[src/rtl/fifo_pkg.sv]
// Shared helpers for the async FIFO pointer controllers (write and read side).
// Gray/binary conversion, pointer-width convention and the full-compare helper.
// Helpers work on zero-extended PTR_MAXW-bit values so any pointer width up to 32 fits.
package fifo_pkg;

  // Widest pointer the helpers handle; callers zero-extend into this width.
  localparam int PTR_MAXW     = 32;
  localparam int DEF_ADDRSIZE = 4;

  // Pointers carry one extra bit over the address to tell full from empty.
  function automatic int ptrw(input int addrsize);
    return addrsize + 1;
  endfunction

  localparam int PTRW = ptrw(DEF_ADDRSIZE);

  function automatic logic [PTR_MAXW-1:0] bin2gray(input logic [PTR_MAXW-1:0] b);
    return b ^ (b >> 1);
  endfunction

  // Each binary bit is the XOR of all Gray bits at or above it; zero upper
  // bits make this independent of the actual pointer width.
  function automatic logic [PTR_MAXW-1:0] gray2bin(input logic [PTR_MAXW-1:0] g);
    logic [PTR_MAXW-1:0] b;
    b = '0;
    for (int i = 0; i < PTR_MAXW; i++) begin
      b[i] = ^(g >> i);
    end
    return b;
  endfunction

  // Full when the next Gray write pointer equals the other pointer with its
  // two MSBs inverted (one lap ahead). width is the real pointer width.
  function automatic logic full_match(input logic [PTR_MAXW-1:0] gray_next,
                                      input logic [PTR_MAXW-1:0] gray_other,
                                      input int                  width);
    logic [PTR_MAXW-1:0] top2;
    top2 = PTR_MAXW'(3) << (width - 2);
    return gray_next == (gray_other ^ top2);
  endfunction

endpackage

[src/rtl/fifo_sync_r2w.sv]
// Read-pointer synchroniser into the write clock domain.
// Latency: SYNC_STAGES wclk edges from rptr to rq.
// No backpressure; free-running shift register, cleared asynchronously by wrst.
module fifo_sync_r2w #(
  parameter int WIDTH       = 5,
  parameter int SYNC_STAGES = 2
) (
  input  logic             wclk,
  input  logic             wrst,
  input  logic [WIDTH-1:0] rptr,
  output logic [WIDTH-1:0] rq
);

  // Stage 0 is the metastability-capturing flop; later stages resolve it.
  logic [SYNC_STAGES-1:0][WIDTH-1:0] sync_q;

  // Shift the asynchronous Gray pointer through the synchroniser chain.
  always_ff @(posedge wclk or posedge wrst) begin
    if (wrst) begin
      sync_q <= '0;
    end else begin
      sync_q <= {sync_q[SYNC_STAGES-2:0], rptr};
    end
  end

  assign rq = sync_q[SYNC_STAGES-1];

endmodule

[src/rtl/fifo_wptr_ctrl.sv]
// Write-side pointer/flag controller of the async FIFO (wfull, walmost_full, wlevel, woverflow).
// Latency: wclken combinational; pointers/flags registered at the write edge; rptr seen after SYNC_STAGES+1 edges.
// Backpressure: wfull masks wclken; writes while full are dropped (sticky woverflow when FIFO_WOVERFLOW_EN is defined).
module fifo_wptr_ctrl
  import fifo_pkg::*;
#(
  parameter int ADDRSIZE     = 4,
  parameter int AFULL_THRESH = 12,
  parameter int SYNC_STAGES  = 2
) (
  input  logic                wclk,
  input  logic                wrst,
  input  logic                winc,
  input  logic [ADDRSIZE:0]   rptr,
  output logic [ADDRSIZE-1:0] waddr,
  output logic                wclken,
  output logic [ADDRSIZE:0]   wptr,
  output logic                wfull,
  output logic                walmost_full,
  output logic [ADDRSIZE:0]   wlevel,
  output logic                woverflow
);

  localparam int PW = ptrw(ADDRSIZE);
  localparam logic [PW-1:0] AFULL_T = PW'(AFULL_THRESH);

  logic [PW-1:0] rq;
  logic [PW-1:0] rbin;
  logic          accepted;

  logic [PW-1:0] wbin_q,   wbin_d;
  logic [PW-1:0] wgray_q,  wgray_d;
  logic [PW-1:0] wlevel_q, wlevel_d;
  logic          wfull_q,  wfull_d;
  logic          wafull_q, wafull_d;

  fifo_sync_r2w #(
    .WIDTH       (PW),
    .SYNC_STAGES (SYNC_STAGES)
  ) u_sync (
    .wclk (wclk),
    .wrst (wrst),
    .rptr (rptr),
    .rq   (rq)
  );

  // Next pointer and flag values from the accepted write and the synchronised read pointer.
  always_comb begin
    accepted = winc & ~wfull_q;
    rbin     = PW'(gray2bin(PTR_MAXW'(rq)));
    wbin_d   = wbin_q + PW'(accepted);
    wgray_d  = PW'(bin2gray(PTR_MAXW'(wbin_d)));
    wfull_d  = full_match(PTR_MAXW'(wgray_d), PTR_MAXW'(rq), PW);
    // rq lags the true read pointer, so this level can only over-report.
    wlevel_d = wbin_d - rbin;
    wafull_d = (wlevel_d >= AFULL_T);
  end

  // Pointer and flag registers.
  always_ff @(posedge wclk or posedge wrst) begin
    if (wrst) begin
      wbin_q   <= '0;
      wgray_q  <= '0;
      wlevel_q <= '0;
      wfull_q  <= 1'b0;
      wafull_q <= 1'b0;
    end else begin
      wbin_q   <= wbin_d;
      wgray_q  <= wgray_d;
      wlevel_q <= wlevel_d;
      wfull_q  <= wfull_d;
      wafull_q <= wafull_d;
    end
  end

`ifdef FIFO_WOVERFLOW_EN
  logic woverflow_q, woverflow_d;

  // Sticky overflow: any write attempted while full sets it until reset.
  always_comb begin
    woverflow_d = woverflow_q | (winc & wfull_q);
  end

  // Overflow flag register.
  always_ff @(posedge wclk or posedge wrst) begin
    if (wrst) begin
      woverflow_q <= 1'b0;
    end else begin
      woverflow_q <= woverflow_d;
    end
  end

  assign woverflow = woverflow_q;
`else
  assign woverflow = 1'b0;
`endif

  assign wclken       = accepted;
  assign waddr        = wbin_q[ADDRSIZE-1:0];
  assign wptr         = wgray_q;
  assign wfull        = wfull_q;
  assign walmost_full = wafull_q;
  assign wlevel       = wlevel_q;

endmodule

[config.mk]
export PLATFORM = sky130hd
export DESIGN_NAME = fifo_wptr_ctrl
export DESIGN_NICKNAME = d
export VERILOG_FILES = /design/src/rtl/fifo_pkg.sv /design/src/rtl/fifo_sync_r2w.sv /design/src/rtl/fifo_wptr_ctrl.sv
export SDC_FILE = /design/constraint.sdc
export NUM_CORES = 1
export LEC_CHECK = 0
export CAP_MARGIN = 25
export CORE_ASPECT_RATIO = 1.25
export CORE_MARGIN = 10
export CORE_UTILIZATION = 44
export DETAILED_ROUTE_END_ITERATION = 6
export PLACE_DENSITY = 0.83
export SLEW_MARGIN = 25
export SYNTH_ARGS = -nofsm -noshare
export SYNTH_HDL_FRONTEND = slang
export SYNTH_SLANG_ARGS = --single-unit
export TNS_END_PERCENT = 5
[constraint.sdc]
create_clock -name wclk -period 2.5 [get_ports wclk]
set_input_delay 0.75 -clock wclk [delete_from_list [all_inputs] [get_ports wclk]]
set_output_delay 0.75 -clock wclk [all_outputs]
set_load 0.005 [all_outputs]
## After elaboration in Yosys (flattened, before gate mapping)

Index checks and enable logic that the tools add are counted.
W data, S select, Z words.

| storage, ports and cells | value |
|---|---|
| register bits | 27 |
| bits of input ports | 8 |
| output and inout port bits | 18 |
| logic and storage cells | 20 |

| operators by class | value |
|---|---|
| add/subtract/negate cells | 2 |
| magnitude comparators | 1 |
| equality and inequality tests | 1 |
| bitwise logic cells | 4 |
| reduce and logical (&&, ||, !) cells | 5 |

Operator list:

| cell | count |
|---|---|
| $reduce_xor A32 Y1 | 5 |
| $add A5 B1 Y5 | 1 |
| $eq A5 B5 Y1 | 1 |
| $ge A5 B4 Y1 const B | 1 |
| $sub A5 B5 Y5 | 1 |
| $xor A5 B4 Y5 | 1 |
| $not A2 Y2 | 1 |
| $and A1 B1 Y1 | 1 |
| $not A1 Y1 | 1 |

## Depth between registers and ports, before layout

Gate-level depths: netlist of run 1.

| depth | value |
|---|---|
| word-level depth | 5 |
| gate-level depth with buffers | 11 |
| depth with buffers taken out | 11 |

## By module

From an unflattened synthesis of run 1, not the netlist that was laid out.

| second synthesis, totals | value |
|---|---|
| cell total of the unflattened synthesis | 102 |
| area total of the unflattened synthesis | 1243.7 um2 |

Modules (own cells, without submodules):

| module | instances | cells an instance | area each (um2) | seq. area each (um2) |
|---|---|---|---|---|
| fifo_wptr_ctrl | 1 | 86 | 952.2 | 400.4 |
| fifo_sync_r2w | 1 | 16 | 291.5 | 250.2 |

## Worst setup path after synthesis of run 1

OpenSTA, ideal clock, no wires.

| timing | value |
|---|---|
| kind | input port to flip-flop |
| start point | in winc |
| end point | reg wafull_q, in the netlist walmost_full |
| setup time | 0.129 ns |
| arrival | 2.877 ns |
| required time | 2.371 ns |
| slack | -0.506 ns |
| cell stages on the path | 11 |
| buffers on the path | 0 |
| cells stage by stage | nand3b_1 > inv_1 > ha_1 > xnor2_1 > inv_1 > ha_1 > and2_1 > a31o_2 > nor2_1 > o2bb2ai_1 > a2111o_1 |

| between the ends | value |
|---|---|
| cells in the longest elaborated chain, start to end | 4 |

Ends and longest elaborated chain:

| item | line | RTL |
|---|---|---|
| from (decl) | fifo_wptr_ctrl.sv:13 | `input logic winc,` |
| $and A1 B1 Y1 | fifo_wptr_ctrl.sv:49 | `accepted = winc & ~wfull_q;` |
| $add A5 B1 Y5 | fifo_wptr_ctrl.sv:51 | `wbin_d = wbin_q + PW'(accepted);` |
| via wbin_d[2] | fifo_wptr_ctrl.sv:31 | `logic [PW-1:0] wbin_q, wbin_d;` |
| $sub A5 B5 Y5 | fifo_wptr_ctrl.sv:55 | `wlevel_d = wbin_d - rbin;` |
| $ge A5 B4 Y1 | fifo_wptr_ctrl.sv:56 | `wafull_d = (wlevel_d >= AFULL_T);` |
| via wafull_d | fifo_wptr_ctrl.sv:35 | `logic wafull_q, wafull_d;` |
| to (signal assigned) | fifo_wptr_ctrl.sv:72 | `wafull_q <= wafull_d;` |
| to (decl) | fifo_wptr_ctrl.sv:35 |  |

The timed path passes the listed nets, and every way through them passes these cells.

## Worst setup path in the final report of run 1

Ends and elaborated chain as after synthesis.

==> results of run 1 <==
worst max-delay path: cells and delay by family:
family                     cells  cell delay [ps]
xor gates and xnor gates       1              160
buffers and inverters          3              260
and+or+nand+nor                4              710
adders and majority gates      2              450
AOI/OAI and AO/OA              1              350
power breakdown:
group / switching (mW) / total [mW] / leakage, nW / internal, mW
Clock: 0.121 / 0.283 / 0.0279 / 0.162
Sequential: 0.0906 / 0.664 / 0.306 / 0.574
Combinational: 0.694 / 1.76 / 0.489 / 1.07
Total: 0.905 / 2.71 / 0.823 / 1.81
cell families (layout without fill, tap and decap cells):
family          Yosys count  count (layout)
buf+inv                  10              66
simple gates             20              20
flops                    26              26
xor+xnor                 22              22
compound gates            7               7
fa+ha+maj                 5               5
other cells               1               1
flip-flops by register name, indices dropped and copies added (netlist names):
signal / flops
wbin_q: 5
u_sync.rq: 5
wlevel: 5
wfull: 1
u_sync.sync_q: 5
wptr: 4
walmost_full: 1
metrics by stage:
stage                     cell area [um^2]  std cells  util [%]
after global placement                1650        167      65.9
after CTS                             1760        177      70.3
after global routing                  1820        180      72.6
after floorplan                       1230         91         -
after detailed placement              1650        167      65.9
final                                 1820        180      72.6
worst max path at each step:
stage          slack [ps]         start           end  depth (start not counted)
2_1_floorplan        -110          winc  walmost_full                         10
3_3_place_gp         -550          winc  walmost_full                         11
3_5_place_dp         -630          winc  walmost_full                         11
4_1_cts              0.08  u_sync.rq[4]  walmost_full                         10
5_1_grt               -70          winc  walmost_full                         11
6_report               50          winc  walmost_full                         11
final cells by class:
class | count | area, um^2 | share of cell area, %
Inverter | 8 | 30.0 | 1.65
Clock buffer | 3 | 22.5 | 1.24
Tap cell | 33 | 41.3 | 2.27
Clock inverter | 1 | 30.0 | 1.65
Sequential cell | 26 | 651 | 35.8
Timing Repair Buffer | 54 | 459 | 25.3
Multi-Input combinational cell | 55 | 582 | 32.0
what timing repair did:
item | 4_1_cts | 5_1_grt
setup endpoints to repair | 6 | 2
pin swaps | 10 | 5
gates resized for setup | 9 | 8
setup buffers | 6 | 3
cell usage in the layout, fill, tap and decap left out, types with 2 or more instances in the layout:
cell             Yosys  routed
clkdlybuf4s50_1      0      22
or3_1                2       2
nor2_1               4       3
xnor2_1             15      11
ha_4                 0       3
inv_1                8       5
dfrtp_1             26      26
buf_4                1      30
xnor2_2              0       3
xor2_1               5       5
clkbuf_4             0       3
nand3_1              5       5
inv_2                0       3
routing by layer:
layer	GRT usage [%]	vias up	share of wire [%]
li1	-	410	-
met1	10.3	414	37
met2	16.9	30	54
met3	2.44	7	6.9
met4	3.78	0	2.1
met5	0	-	0
==> flow_summary.json, run 1 <==
{
  "most_common_cell_in_the_netlist": "dfrtp_1",
  "clock_sinks": 26,
  "core-area_um2": 2500,
  "yosys-top-cells-count": "26 x dfrtp_1, 15 x xnor2_1, 8 x inv_1",
  "critical_path.startpoint_type": "input port",
  "die_area_um2": 5150,
  "power.total_mw": 2.71,
  "clock_tree.htree_level_count": 1,
  "seq_area_frac_synth_pct": 55.3,
  "place.port_buffers": 24,
  "result_of_the_run": "complete, no violations",
  "max_clock_freq_ghz": 0.408,
  "final_hold_viol_count": 0,
  "fp-row-count": 20,
  "power_density_over_cell_area_nw_per_um2": 1490,
  "gr-usage-all-layers_pct": 9.54,
  "number_of_instances_in_the_synthesized_netlist": 91,
  "post_synth_instance_area_um2": 1180,
  "wl_per_cell_um": 13.6,
  "clock_buffers_created_by_tritoncts": 3,
  "netlist.top_cell.by_area": "dfrtp_1",
  "number_of_global_route_vias_before_repair": 894,
  "synthesis.yosys.warnings": 0,
  "die-width_um": 66.2,
  "synthTopCellsByArea": "dfrtp_1 55%, xnor2_1 11%, ha_1 5.3%",
  "synthesized_area_fraction_occupied_by_ao_oa_aoi_and_oai_cells_pct": 4.68,
  "synth_simple_gate_area_share_pct": 11.7,
  "p_leak_nw": 0.823,
  "syn2layout_area_growth_pct": 54.4,
  "final_min_period_over_clock_period_pct": 98.1,
  "reg2reg_setup_slack_ps": 80,
  "edff_count_synth": 0,
  "fin_tns_setup_ps": 0,
  "wirelength_um": 2450,
  "clock_tree.buffer_depth": 2,
  "nets_in_the_synthesized_netlist": 104,
  "endpoint_kind": "flop",
  "post-route-drc-count": 0,
  "antenna_found_initial": 0,
  "critical_path.slowest_cell": "nor4_4",
  "layout-drive-gt1-share_pct": 37.4,
  "hold-worst-slack_ps": 366,
  "initial_utilization_pct": 47.0,
  "timing.final.ws_setup_ps": 48.5,
  "place_ws_ps": -627,
  "hpwlAfterDp_um": 1840,
  "critPathMaxFanout": 6,
  "first_iter_violations": 56,
  "async_flop_share_pct": 100,
  "ys_ff_latch": 26,
  "crit_chain": "buf_2, nand3b_1, inv_2, ha_4, xnor2_4, inv_2, ha_4, and3_4, nor4_4, nor3b_2, a2111o_1",
  "antenna-diode-count": 0,
  "yosys_most_used_dff": "dfrtp_1",
  "global_route.overflow_total": 0,
  "hp-class": "flop to flop",
  "drv_slew": 0,
  "reg2reg_to": "walmost_full",
  "tritoncts": "done",
  "vdd.ir_drop.worst_v": 0.000759,
  "timing.setup.critical_path_class": "input port to flop",
  "number_of_fill_cells": 166,
  "synth_area_per_cell_um2": 12.9,
  "fp.dieH_um": 77.8,
  "worst_r2r_startpoint": "u_sync.rq[2]",
  "cts_root_buf": "clkbuf_4",
  "io-pin-count": 26,
  "grt_first_pass_wirelength_um": 3980,
  "whs_endpoint": "u_sync.rq[2]",
  "via_count": 861,
  "grt_max_degree": 27,
  "synth_top_family_by_area": "XOR/XNOR gates",
  "critPathRequiredTime_ps": 2720,
  "cap_violations": 0,
  "timing.reg2reg.worst_path_depth": 10,
  "gp_weighted_congestion": 0.833,
  "yosys.area_share.adder_pct": 5.32,
  "synth_cell_type_count": 29,
  "synth-xor-area-share_pct": 18.3,
  "setup_skew_ps": 7.80,
  "setup-violations-final": 0,
  "cts_hold_buffers": 0,
  "first_pass_iters": 4,
  "ant_nets": 0,
  "timing.critical_path.arrival_ps": 2670,
  "timing.hold.worst_path_depth": 0,
  "finish.net_count": 161,
  "timing.final.crit_period_ps": 2450,
  "yosys-mux-area-fraction_pct": 0,
  "rsz0062_at_grt": "yes",
  "clk_latency_ps": 320,
  "post_drt_via_cell_ratio": 4.78,
  "worst_setup_hold_path_clk_slew_ps": 140,
  "hp-start": "u_sync.sync_q[2]",
  "cpPeakStageDelay_ps": 350,
  "synth_top_area_share_pct": 55.3
}
(Power assumes the default switching activity.)
==> run 2, diff against run 1 <==
--- a/config.mk
+++ b/config.mk
@@ -10,6 +10,7 @@
 export CORE_MARGIN = 10
 export CORE_UTILIZATION = 44
 export DETAILED_ROUTE_END_ITERATION = 6
+export GPL_TIMING_DRIVEN = 0
 export PLACE_DENSITY = 0.83
 export SLEW_MARGIN = 25
 export SYNTH_ARGS = -nofsm -noshare
==> flow_summary.json, run 2 (synthesis gave the netlist of run 1 again) <==
{
  "result_of_the_run": "finished with violations",
  "failed_checks": "setup timing",
  "number_of_fill_cells": 170,
  "placed_area_um2": 1510,
  "crit_chain": "xnor3_2, xnor2_2, ha_2, inv_2, ha_4, and2_4, a31o_4, nor2_4, o2bb2ai_2, a2111o_1",
  "clock_tree.htree_level_count": 1,
  "final_hold_viol_count": 0,
  "area.sequential_um2": 652,
  "critical_path.slowest_cell": "xnor3_2",
  "multiInputGateArea_um2": 642,
  "gr-usage-all-layers_pct": 10.0,
  "layout.cells.most_common_list": "25 x dfrtp_1, 23 x clkdlybuf4s50_1, 16 x buf_4",
  "die_area_um2": 5150,
  "post-route-drc-count": 0,
  "first_iter_violations": 33,
  "maxUsedRoutingLayer": "met4",
  "grt_max_degree": 27,
  "first_pass_iters": 4,
  "via_count": 811,
  "finalInstanceArea_um2": 1740,
  "wirelength_um": 2440,
  "io-pin-count": 26,
  "fp-row-count": 20,
  "setup_skew_ps": 6.60,
  "sw_frac_of_total_pct": 36.7,
  "post_drt_via_cell_ratio": 4.92,
  "die-width_um": 66.2,
  "finalNonFillerCells": 165,
  "cts_root_buf": "clkbuf_4",
  "cap_violations": 0,
  "power.total_mw": 2.55,
  "met2_length_um": 1350,
  "antenna_found_initial": 0,
  "cellInternalPower_mw": 1.61,
  "combinationalPowerShare_pct": 67.2,
  "syn2layout_area_growth_pct": 48.2,
  "vdd.ir_drop.worst_v": 0.000786,
  "timing.critical_path.arrival_ps": 2780,
  "clk_latency_ps": 310,
  "hpwlAfterDp_um": 1630,
  "timing.max_slew.rel_slack_pct": 41.1,
  "setup-violations-final": 1,
  "ant_nets": 0,
  "number_of_global_route_vias_before_repair": 924,
  "antenna-diode-count": 0,
  "power_frac_clock_pct": 6.5,
  "critPathMaxFanout": 3,
  "rsz0062_at_grt": "yes",
  "drv_slew": 0,
  "hp-class": "flop to flop",
  "layout-drive-gt1-share_pct": 35.6,
  "cpPeakStageDelay_ps": 530,
  "initial_utilization_pct": 47.0,
  "core-area_um2": 2500,
  "power_density_over_cell_area_nw_per_um2": 1460,
  "critical_path.startpoint_type": "flop",
  "place.port_buffers": 24,
  "post_place_cells": 148,
  "endpoint_kind": "flop",
  "timing.final.ws_setup_ps": -64.4,
  "clock_buffers_created_by_tritoncts": 3,
  "net-switching-power_mw": 0.936,
  "clock_sinks": 26,
  "global_route.overflow_total": 0,
  "final_min_period_over_clock_period_pct": 103,
  "gp_weighted_congestion": 0.733,
  "grt_first_pass_wirelength_um": 4130,
  "timing.final.crit_period_ps": 2560,
  "timing.setup.critical_path_class": "flop to flop",
  "finish.net_count": 147,
  "met3_wirelength_um": 193,
  "seq_power_share_pct": 26.3,
  "tritoncts": "done",
  "p_leak_nw": 0.747,
  "critPathRequiredTime_ps": 2710,
  "worst_setup_hold_path_clk_slew_ps": 120,
  "met1Wirelength_um": 852,
  "worst_pin_slew_ps": 878,
  "max_clock_freq_ghz": 0.390,
  "clock_tree.buffer_depth": 2,
  "fp.dieH_um": 77.8,
  "final_common_cell": "dfrtp_1",
  "wl_per_cell_um": 14.8
}
-- run 2: path summary, 6_finish.rpt --
kind	startpoint	to	slack [ps]	cells past startpoint
min in group asynchronous	wrst	wlevel[2]	800	2
worst max-delay path	u_sync.rq[3]	walmost_full	-60	10
worst max register to register	u_sync.rq[3]	walmost_full	-60	10
worst min-delay path	u_sync.sync_q[3]	u_sync.rq[3]	360	0
worst min register to register	u_sync.sync_q[3]	u_sync.rq[3]	360	0
max in group asynchronous	wrst	wbin_q[0]	1250	2
-- run 2: power by group through the flow --
stage	sequential [mW]	combinational (mW)	clock (mW)
after floorplan	0.684	0.858	0
after global placement	0.663	1.27	0
after detailed placement	0.670	1.32	0
after CTS	0.671	1.63	0.175
after global routing	0.690	1.87	0.195
final	0.671	1.71	0.166
-- run 2: what timing repair did --
action                                  in CTS  in global routing
gates resized for setup                     20                  6
buffers inserted                            11                  4
pin swaps                                   12                  3
endpoints found under the setup margin       6                  2
hold buffers                                 0                  0
-- run 2: layout make-up --
type                            count  share of cell area (%)
Tap cell                           33                    2.37
Sequential cell                    26                    37.4
Buffer                              1                   0.431
Timing Repair Buffer               39                    20.0
Inverter                            8                    1.72
Clock buffer                        3                    1.29
Multi-Input combinational cell     55                    36.8
-- run 2: worst max-delay path: cells and delay by family (launching register included) --
kind	cells	cell delay, ps
AOI/OAI and AO/OA	3	690
xor gates and xnor gates	2	690
adders and majority gates	2	360
buffers and inverters	1	60
DFF	1	430
and+or+nand+nor	2	230
-- run 2: per-stage QoR --
step | hold WS, ps | setup TNS [ps] | utilization, % | worst slack, ps
after floorplan | 331 | -160 | - | -109
after global placement | 332 | -2640 | 60.4 | -699
after detailed placement | 336 | -3080 | 60.4 | -743
after CTS | 368 | 0 | 67.6 | 10.6
after global routing | 384 | -165 | 69.7 | -138
final | 365 | -64.4 | 69.7 | -64.4
-- run 2: metal layers --
metal	global-route usage, %	vias up
met3	3.88	6
li1	-	379
met1	9.44	401
met5	0	-
met2	17.8	25
met4	5.46	0
==> run 3, diff against run 2 <==
--- a/config.mk
+++ b/config.mk
@@ -12,6 +12,7 @@
 export DETAILED_ROUTE_END_ITERATION = 6
 export GPL_TIMING_DRIVEN = 0
 export PLACE_DENSITY = 0.83
+export REMOVE_ABC_BUFFERS = 1
 export SLEW_MARGIN = 25
 export SYNTH_ARGS = -nofsm -noshare
 export SYNTH_HDL_FRONTEND = slang
==> flow_summary.json, run 3 (synthesis gave the netlist of run 1 again) <==
{
  "number_of_global_route_vias_before_repair": 921,
  "utilization_pct": 71.8,
  "worst_r2r_startpoint": "u_sync.rq[3]",
  "first_pass_iters": 4,
  "timing.final.ws_setup_ps": -10.9,
  "whs_endpoint": "u_sync.rq[0]",
  "post_drt_via_cell_ratio": 5.02,
  "wl_per_cell_um": 15.9,
  "finish.net_count": 154,
  "post-route-drc-count": 0,
  "core-area_um2": 2500,
  "timing.hold.worst_path_depth": 0,
  "max_clock_freq_ghz": 0.398,
  "placed_area_um2": 1440,
  "die_area_um2": 5150,
  "clock_buffers_created_by_tritoncts": 3,
  "failed_checks": "setup timing",
  "final_hold_viol_count": 0,
  "antenna-diode-count": 0,
  "worst_setup_hold_path_clk_slew_ps": 130,
  "via_count": 869,
  "timing.final.crit_period_ps": 2510,
  "wirelength_um": 2750,
  "p_leak_nw": 0.786,
  "drv_slew": 0,
  "final_min_period_over_clock_period_pct": 100,
  "syn2layout_area_growth_pct": 52.8,
  "layout.cells.most_common_list": "26 x dfrtp_1, 23 x clkdlybuf4s50_1, 23 x buf_4",
  "setup-violations-final": 1,
  "tritoncts": "done",
  "endpoint_kind": "flop",
  "fp-row-count": 20,
  "critPathRequiredTime_ps": 2710,
  "timing.reg2reg.worst_path_depth": 9,
  "timing.setup.critical_path_class": "flop to flop",
  "worst_pin_slew_ps": 882,
  "clk_latency_ps": 320,
  "grt_max_degree": 27,
  "result_of_the_run": "finished with violations",
  "initial_utilization_pct": 47.0,
  "die-width_um": 66.2,
  "finalInstanceArea_um2": 1800,
  "finalNonFillerCells": 173,
  "place.port_buffers": 24,
  "hpwlAfterDp_um": 1580,
  "first_iter_violations": 30,
  "cap_violations": 0,
  "reg2reg_setup_slack_ps": -10,
  "clock_sinks": 26,
  "layout-drive-gt1-share_pct": 37.1,
  "final_common_cell": "dfrtp_1",
  "timing.max_slew.rel_slack_pct": 40.8,
  "cts_hold_buffers": 0,
  "antenna_found_initial": 0,
  "rsz0062_at_grt": "yes",
  "post_place_cells": 146,
  "gp_weighted_congestion": 0.762,
  "fp.dieH_um": 77.8,
  "gr-usage-all-layers_pct": 10.3,
  "critPathMaxFanout": 4,
  "grt_first_pass_wirelength_um": 4220,
  "clock_tree.buffer_depth": 2,
  "timing.critical_path.arrival_ps": 2720,
  "hp-start": "u_sync.sync_q[0]",
  "hp-class": "flop to flop",
  "ant_nets": 0,
  "clock_tree.htree_level_count": 1,
  "vdd.ir_drop.worst_v": 0.000986,
  "setup_skew_ps": 5.45,
  "critical_path.startpoint_type": "flop",
  "cts_root_buf": "clkbuf_4",
  "global_route.overflow_total": 0,
  "power_density_over_cell_area_nw_per_um2": 1540,
  "reg2reg_to": "walmost_full",
  "io-pin-count": 26
}
[run 3: power breakdown]
part | internal [mW] | switching [mW] | total, mW | leakage, nW
Combinational | 1.09 | 0.803 | 1.89 | 0.459
Sequential | 0.574 | 0.0987 | 0.672 | 0.306
Clock | 0.0891 | 0.117 | 0.206 | 0.0210
Total | 1.75 | 1.02 | 2.77 | 0.786
[run 3: cell type report]
cell class,instances,area [um^2]
well taps,33,41.3
repair buffers,47,408
multi-input cells,55,631
inverters,8,30.0
clock buffers,4,36.3
flip-flops and latches,26,651
fillers,167,706
[run 3: worst max-delay path: stages, from the launching register on]
cell      delay, ps
dfrtp_1         420
xnor3_2         500
xor2_4          230
xor2_2          230
ha_4            170
and2_4          140
a31o_4          120
o21ai_1          80
and3_1          170
a2111o_1        350
[run 3: per-stage QoR]
step / hold slack [ps] / setup TNS [ps] / setup slack, ps / power (mW)
global route: 374 / -216 / -115 / 2.93
floorplan: 331 / -1180 / -506 / 1.42
CTS: 370 / 0 / 5.39 / 2.47
global placement: 336 / -4600 / -1170 / 1.80
finish: 367 / -10.9 / -10.9 / 2.77
detailed placement: 340 / -4940 / -1240 / 1.85
[run 3: layer usage]
metal,vias to the layer above,wire length (um),track usage (%)
met5,-,0,0
met4,0,136,6.30
met3,14,165,2.44
met2,35,1430,17.9
met1,425,1020,10.7
li1,395,-,-
[run 3: how the worst max path moves through the flow]
| stage | start | cells after the start | endpoint |
|---|---|---|---|
| floorplan | winc | 11 | walmost_full |
| global placement | winc | 12 | walmost_full |
| detailed placement | winc | 12 | walmost_full |
| CTS | u_sync.rq[4] | 10 | walmost_full |
| global route | u_sync.rq[3] | 9 | walmost_full |
| finish | u_sync.rq[3] | 9 | walmost_full |
[run 3: timing repair]
| item | CTS | global route |
|---|---|---|
| resized for setup | 22 | 10 |
| pin swaps | 11 | 6 |
| buffers inserted | 17 | 6 |
| setup endpoints to repair | 6 | 2 |
